[src/rtl/ms_stopwatch_if.sv]
// rtl/ms_stopwatch_if.sv - tick input, command pulses and display outputs of the stopwatch
interface ms_stopwatch_if;
  logic       tick_in;
  logic       start_stop;
  logic       clear;
  logic [9:0] ms_cnt;
  logic [7:0] sec_bcd;
  logic [7:0] min_bcd;
  logic       running;
  logic       overflow;
  logic       sec_pulse;

  // Controller side: drives the tick and commands, observes the display values
  modport master (
    output tick_in, start_stop, clear,
    input  ms_cnt, sec_bcd, min_bcd, running, overflow, sec_pulse
  );

  // Stopwatch side
  modport slave (
    input  tick_in, start_stop, clear,
    output ms_cnt, sec_bcd, min_bcd, running, overflow, sec_pulse
  );
endinterface

[src/rtl/ms_stopwatch.sv]
// rtl/ms_stopwatch.sv - millisecond tick synchroniser and mm:ss.ms stopwatch with overflow halt
module ms_stopwatch #(
  parameter int MS_PER_SEC = 1000, // legal range 2..1023
  parameter int MAX_MIN    = 99    // legal range 0..99
) (
  input logic           clk,
  input logic           rst_n,
  ms_stopwatch_if.slave sw
);

  typedef enum logic [1:0] {IDLE, RUN, PAUSE, HALT} state_t;

  localparam logic [9:0] MS_LAST     = 10'(MS_PER_SEC - 1);
  localparam logic [7:0] MAX_MIN_BCD = 8'(((MAX_MIN / 10) << 4) | (MAX_MIN % 10));

  state_t     state_q, state_d;
  logic       s1_q, s2_q, s3_q;
  logic [9:0] ms_q, ms_d;
  logic [7:0] sec_q, sec_d;
  logic [7:0] min_q, min_d;
  logic       sec_pulse_q, sec_pulse_d;
  logic       tick;
  logic       at_max;

  // Three-flop chain: two for metastability, the third for rising-edge detection
  always_ff @(posedge clk or negedge rst_n) begin
    if (!rst_n) begin
      s1_q <= 1'b0;
      s2_q <= 1'b0;
      s3_q <= 1'b0;
    end else begin
      s1_q <= sw.tick_in;
      s2_q <= s1_q;
      s3_q <= s2_q;
    end
  end

  assign tick   = s2_q & ~s3_q;
  assign at_max = (ms_q == MS_LAST) && (sec_q == 8'h59) && (min_q == MAX_MIN_BCD);

  // State register
  always_ff @(posedge clk or negedge rst_n) begin
    if (!rst_n) state_q <= IDLE;
    else        state_q <= state_d;
  end

  // Counter and pulse registers
  always_ff @(posedge clk or negedge rst_n) begin
    if (!rst_n) begin
      ms_q        <= '0;
      sec_q       <= '0;
      min_q       <= '0;
      sec_pulse_q <= 1'b0;
    end else begin
      ms_q        <= ms_d;
      sec_q       <= sec_d;
      min_q       <= min_d;
      sec_pulse_q <= sec_pulse_d;
    end
  end

  // Next state and counter chain; counting uses the pre-transition state, clear wins over all
  always_comb begin
    state_d     = state_q;
    ms_d        = ms_q;
    sec_d       = sec_q;
    min_d       = min_q;
    sec_pulse_d = 1'b0;

    if (sw.clear) begin
      state_d = IDLE;
      ms_d    = '0;
      sec_d   = '0;
      min_d   = '0;
    end else begin
      if (state_q == RUN && tick) begin
        if (at_max) begin
          // Saturate rather than wrap: display freezes at full scale
          state_d = HALT;
        end else if (ms_q == MS_LAST) begin
          ms_d        = '0;
          sec_pulse_d = 1'b1;
          if (sec_q[3:0] == 4'd9) begin
            if (sec_q[7:4] == 4'd5) begin
              sec_d = '0;
              if (min_q[3:0] == 4'd9) min_d = {min_q[7:4] + 4'd1, 4'd0};
              else                    min_d = {min_q[7:4], min_q[3:0] + 4'd1};
            end else begin
              sec_d = {sec_q[7:4] + 4'd1, 4'd0};
            end
          end else begin
            sec_d = {sec_q[7:4], sec_q[3:0] + 4'd1};
          end
        end else begin
          ms_d = ms_q + 10'd1;
        end
      end

      // A simultaneous overflow takes precedence over a pause request
      if (sw.start_stop && state_d != HALT) begin
        case (state_q)
          IDLE:    state_d = RUN;
          RUN:     state_d = PAUSE;
          PAUSE:   state_d = RUN;
          default: state_d = state_q;
        endcase
      end
    end
  end

  assign sw.ms_cnt    = ms_q;
  assign sw.sec_bcd   = sec_q;
  assign sw.min_bcd   = min_q;
  assign sw.sec_pulse = sec_pulse_q;
  assign sw.running   = (state_q == RUN);
  assign sw.overflow  = (state_q == HALT);

endmodule

[src/flat_wrapper.sv]
// flat-port wrapper written by rule: the top's interface ports become plain ports
module ms_stopwatch_flat 
#(
  parameter int MS_PER_SEC = 1000,                       
  parameter int MAX_MIN    = 99                        
)
  (clk, rst_n, sw_tick_in, sw_start_stop, sw_clear, sw_ms_cnt, sw_sec_bcd, sw_min_bcd, sw_running, sw_overflow, sw_sec_pulse);
  ms_stopwatch_if sw_i ();
  input logic clk;
  input logic rst_n;
  input wire logic [$bits(sw_i.tick_in)-1:0] sw_tick_in;
  input wire logic [$bits(sw_i.start_stop)-1:0] sw_start_stop;
  input wire logic [$bits(sw_i.clear)-1:0] sw_clear;
  output wire logic [$bits(sw_i.ms_cnt)-1:0] sw_ms_cnt;
  output wire logic [$bits(sw_i.sec_bcd)-1:0] sw_sec_bcd;
  output wire logic [$bits(sw_i.min_bcd)-1:0] sw_min_bcd;
  output wire logic [$bits(sw_i.running)-1:0] sw_running;
  output wire logic [$bits(sw_i.overflow)-1:0] sw_overflow;
  output wire logic [$bits(sw_i.sec_pulse)-1:0] sw_sec_pulse;
  assign sw_i.tick_in = sw_tick_in;
  assign sw_i.start_stop = sw_start_stop;
  assign sw_i.clear = sw_clear;
  assign sw_ms_cnt = sw_i.ms_cnt;
  assign sw_sec_bcd = sw_i.sec_bcd;
  assign sw_min_bcd = sw_i.min_bcd;
  assign sw_running = sw_i.running;
  assign sw_overflow = sw_i.overflow;
  assign sw_sec_pulse = sw_i.sec_pulse;
  ms_stopwatch #(.MS_PER_SEC(MS_PER_SEC), .MAX_MIN(MAX_MIN)) u_core (.clk(clk), .rst_n(rst_n), .sw(sw_i));
endmodule
[config.mk]
export PLATFORM = sky130hd
export DESIGN_NAME = ms_stopwatch_flat
export DESIGN_NICKNAME = d
export VERILOG_FILES = /design/src/rtl/ms_stopwatch_if.sv /design/src/rtl/ms_stopwatch.sv /design/src/flat_wrapper.sv
export SDC_FILE = /design/constraint.sdc
export NUM_CORES = 1
export LEC_CHECK = 0
export CORE_MARGIN = 2
export CORE_UTILIZATION = 35
export DETAILED_ROUTE_END_ITERATION = 10
export SLEW_MARGIN = 20
export SYNTH_ARGS = -nofsm -noshare
export SYNTH_HDL_FRONTEND = slang
export SYNTH_SLANG_ARGS = --single-unit
[constraint.sdc]
create_clock -name clk -period 2.35 [get_ports clk]
set_clock_uncertainty 0.05 [all_clocks]
set_input_delay 0.47 -clock clk [delete_from_list [all_inputs] [get_ports clk]]
set_output_delay 0.47 -clock clk [all_outputs]
set_load 0.1 [all_outputs]
==> results by group <==
Final layout
  • Final Core Density: between 40% and 50%
  • Inserted Diodes: 0
  • Post-route cell area: between 0.002 and 0.0025 mm^2
  • Multi-input logic area: 965 um^2
  • FF+latch area: roughly 830 um^2
  • Area grow syn2layout: 28.2%
  • Nets@finish: ~240
  • Fillers: slightly above 500
  • Share of layout cells above drive strength 1: about 32%

Timing
  • Final Hold Fails: 0
  • RSZ-0062 raised after global routing: false
  • Least-Margin Pin Slew: between 0.5 and 0.6 ns
  • Maximum clock frequency: 0.443 GHz
  • Hold_ws: around 0.30 ns
  • Setup WS post-layout: slightly above 0.09 ns
  • Setup violations, final: 0
  • Fin. max-slew vios: 0
  • Post-layout min period: around 2.3 ns
  • Slew HR: approximately two thirds
  • Final Cycle Share: between 90 and 100%

Floorplanning
  • Die area: between 0.005 and 0.006 mm^2
  • Die X: approximately 76 um
  • Die Ht: about 76 um
  • Initial core utilization: between 30% and 40%
  • Row Count: 26
  • Core area: roughly 0.0051 mm^2
  • Io pins: 34

Pwr
  • Maximum VDD drop: 0.227 mV
  • NetSw: approximately 0.00025 W
  • Power Density: around 450 mW/mm^2
  • Seq pwr share: 53.0%
  • Clock power share: between 40 and 50%
  • Combinational group share of total power: between 6 and 7%
  • Leakage: between 0.9 and 1 nW
  • Switch share: between 20% and 30%
  • P_int: slightly above 0.0008 W

Yosys
  • Post-synth ARST share: between 90% and 100%
  • Synth Area per Inst: ~9.8 um^2
  • Post-synth top area share: a little over two fifths
  • Cells after Synth: about 190
  • Post-synth EDFFs: 0
  • Yosys reg bits: 32
  • Synth cell count leaders: 32 x dfrtp_1, 16 x a21oi_1, 11 x nor3_1
  • Ys flop type: dfrtp_1
  • Top-count cell post-synth: dfrtp_1
  • Area contributors post-synth: dfrtp_1 44%, ha_1 6.2%, a21oi_1 4.4%
  • Synth warnings: 0
  • Yosys cell types: 38
  • Area of the mapped netlist: 0.00183 mm^2
  • Post-synth net total: 200
  • Sequential cell area fraction in the yosys report: between 40 and 50%
  • Synth area leader: dfrtp_1

Clock tree
  • Buffer count from post-CTS setup fixing: 0
  • Hold-fix buffers, CTS: 0
  • Total CTS buffers: 5
  • Root buffer cell: clkbuf_8
  • CTS tree: built
  • Clock sinks: 32
  • PostCTS Resize Cnt: 0
  • CTS Buffer Depth: 2
  • Clock-pin slew on the worst setup and hold paths: about 0.060 ns
  • Number of H-tree levels: 2
  • Clk Latency, worst-skew pair: around 0.27 ns

Global routing
  • Total GRT Usage: between 10% and 20%
  • Global route total overflow: 0
  • Largest net degree at the start of global routing: 33
  • Vias in the first global route: ~1500
  • Global-route wire length before repair: ~7500 um
  • Initial antenna violation count: 0

Drt
  • Initial DRC count: 74
  • Final ANT Viol Nets: 0
  • Post-detailed-routing wire length: around 4300 um
  • Via/cell ratio: 5.39
  • Vias: 1605
  • Wire per inst: ~14 um
  • DRT Pass-1 Iters: 4
  • # DRC: 0

Place
  • Final HPWL DP: 3040 um
  • Port Buffers: 33
  • Area after DPL: 0.00225 mm^2
  • GPL Wtd Cong: around 0.75
  • Dpl ws: about 0.10 ns

Setup path
  • CP Capture Type: register
  • Worst-path fanout max: 24
  • CP required: 2.50 ns
  • Slowest CP cell: or4_4
  • Arr. time, crit path: 2.41 ns
  • Startpoint Class: register
  • CP Class: register to register
  • Critical path, cell by cell: ha_4, nand4b_4, or4_4, or4_1, a21oi_1
  • Slowest Stage Delay on Critical Path: about 0.7 ns
  • Crit path max-delay family: simple AND/OR/NAND/NOR gates
  • Worst Path Buf+Inv: 0

Worst hold path
  • Tightest Hold Check Type: register to register

Run
  • Maximum Capacitance Violations: 0

Outcome
  • Status: completed
[sequential cells by signal, indices dropped and copies added, names as in the netlist]
signal               flops
u_core.s1_q              1
u_core.sw.ms_cnt        10
u_core.s3_q              1
u_core.state_q           2
u_core.sw.min_bcd        8
u_core.sw.sec_pulse      1
u_core.sw.sec_bcd        8
u_core.s2_q              1
[routing by layer]
| metal | wire length [um] | GRT usage (%) | part of all wire, % |
|---|---|---|---|
| met1 | 2080 | 21.9 | 49 |
| met2 | 1920 | 24.2 | 45 |
| met3 | 195 | 2.84 | 4.6 |
| met4 | 63 | 6.55 | 1.5 |
| met5 | 0 | 0 | 0 |
[worst paths after layout]
check                                     from                   end  slack [ns]  depth (start not counted)
max                        u_core.sw.ms_cnt[0]  u_core.sw.min_bcd[3]        0.09                          5
min                                u_core.s1_q           u_core.s2_q        0.30                          0
max reg2reg                u_core.sw.ms_cnt[0]  u_core.sw.min_bcd[3]        0.09                          5
min reg2reg                        u_core.s1_q           u_core.s2_q        0.30                          0
max in group asynchronous                rst_n   u_core.sw.ms_cnt[1]        1.36                          2
min in group asynchronous                rst_n  u_core.sw.min_bcd[2]        0.55                          2
[kinds of logic after synthesis]
logic type,count (synthesis),synth area share (%)
simple gates,73,25.2
compound gates,47,16.9
flops,32,43.9
buf+inv,18,4.32
fa+ha+maj,9,6.17
xor+xnor,5,2.40
mux,2,1.17
[layout make-up]
cell class                 instances  area share [%]
sequential                        32            35.5
multi-input combinational        136            41.2
tap                               70            3.74
timing repair buffer              43            14.2
inverter                           9            1.44
clock buffer                       8            3.85
[placed cells by master (no fill, tap or decap), drive strengths merged, types with 5 or more instances in the layout]
cell | synthesis | final
ha | 9 | 9
o41ai | 6 | 6
a21oi | 16 | 16
nor3 | 11 | 11
buf | 2 | 39
inv | 9 | 9
nand4 | 7 | 7
clkbuf | 7 | 8
nor2 | 7 | 7
dfrtp | 32 | 32
o21ai | 8 | 8
or3 | 5 | 5
nand2 | 8 | 8
or4 | 8 | 8
[power groups by stage]
stage	clock network [W]	logic, W	registers (W)
CTS	0.000444	0.0000748	0.000563
global placement	0	0.0000749	0.000573
floorplan	0	0.0000358	0.000578
global route	0.000475	0.0000808	0.000565
finish	0.000427	0.0000732	0.000563
detailed placement	0	0.0000749	0.000574
[metrics by stage]
step	std cells	setup TNS (ns)	power [W]
after floorplan	186	-0.0367	0.000614
after global placement	290	0	0.000648
after detailed placement	290	0	0.000649
after CTS	298	0	0.00108
after global routing	298	0	0.00112
final	298	0	0.00106
(Power assumes the default switching activity.)
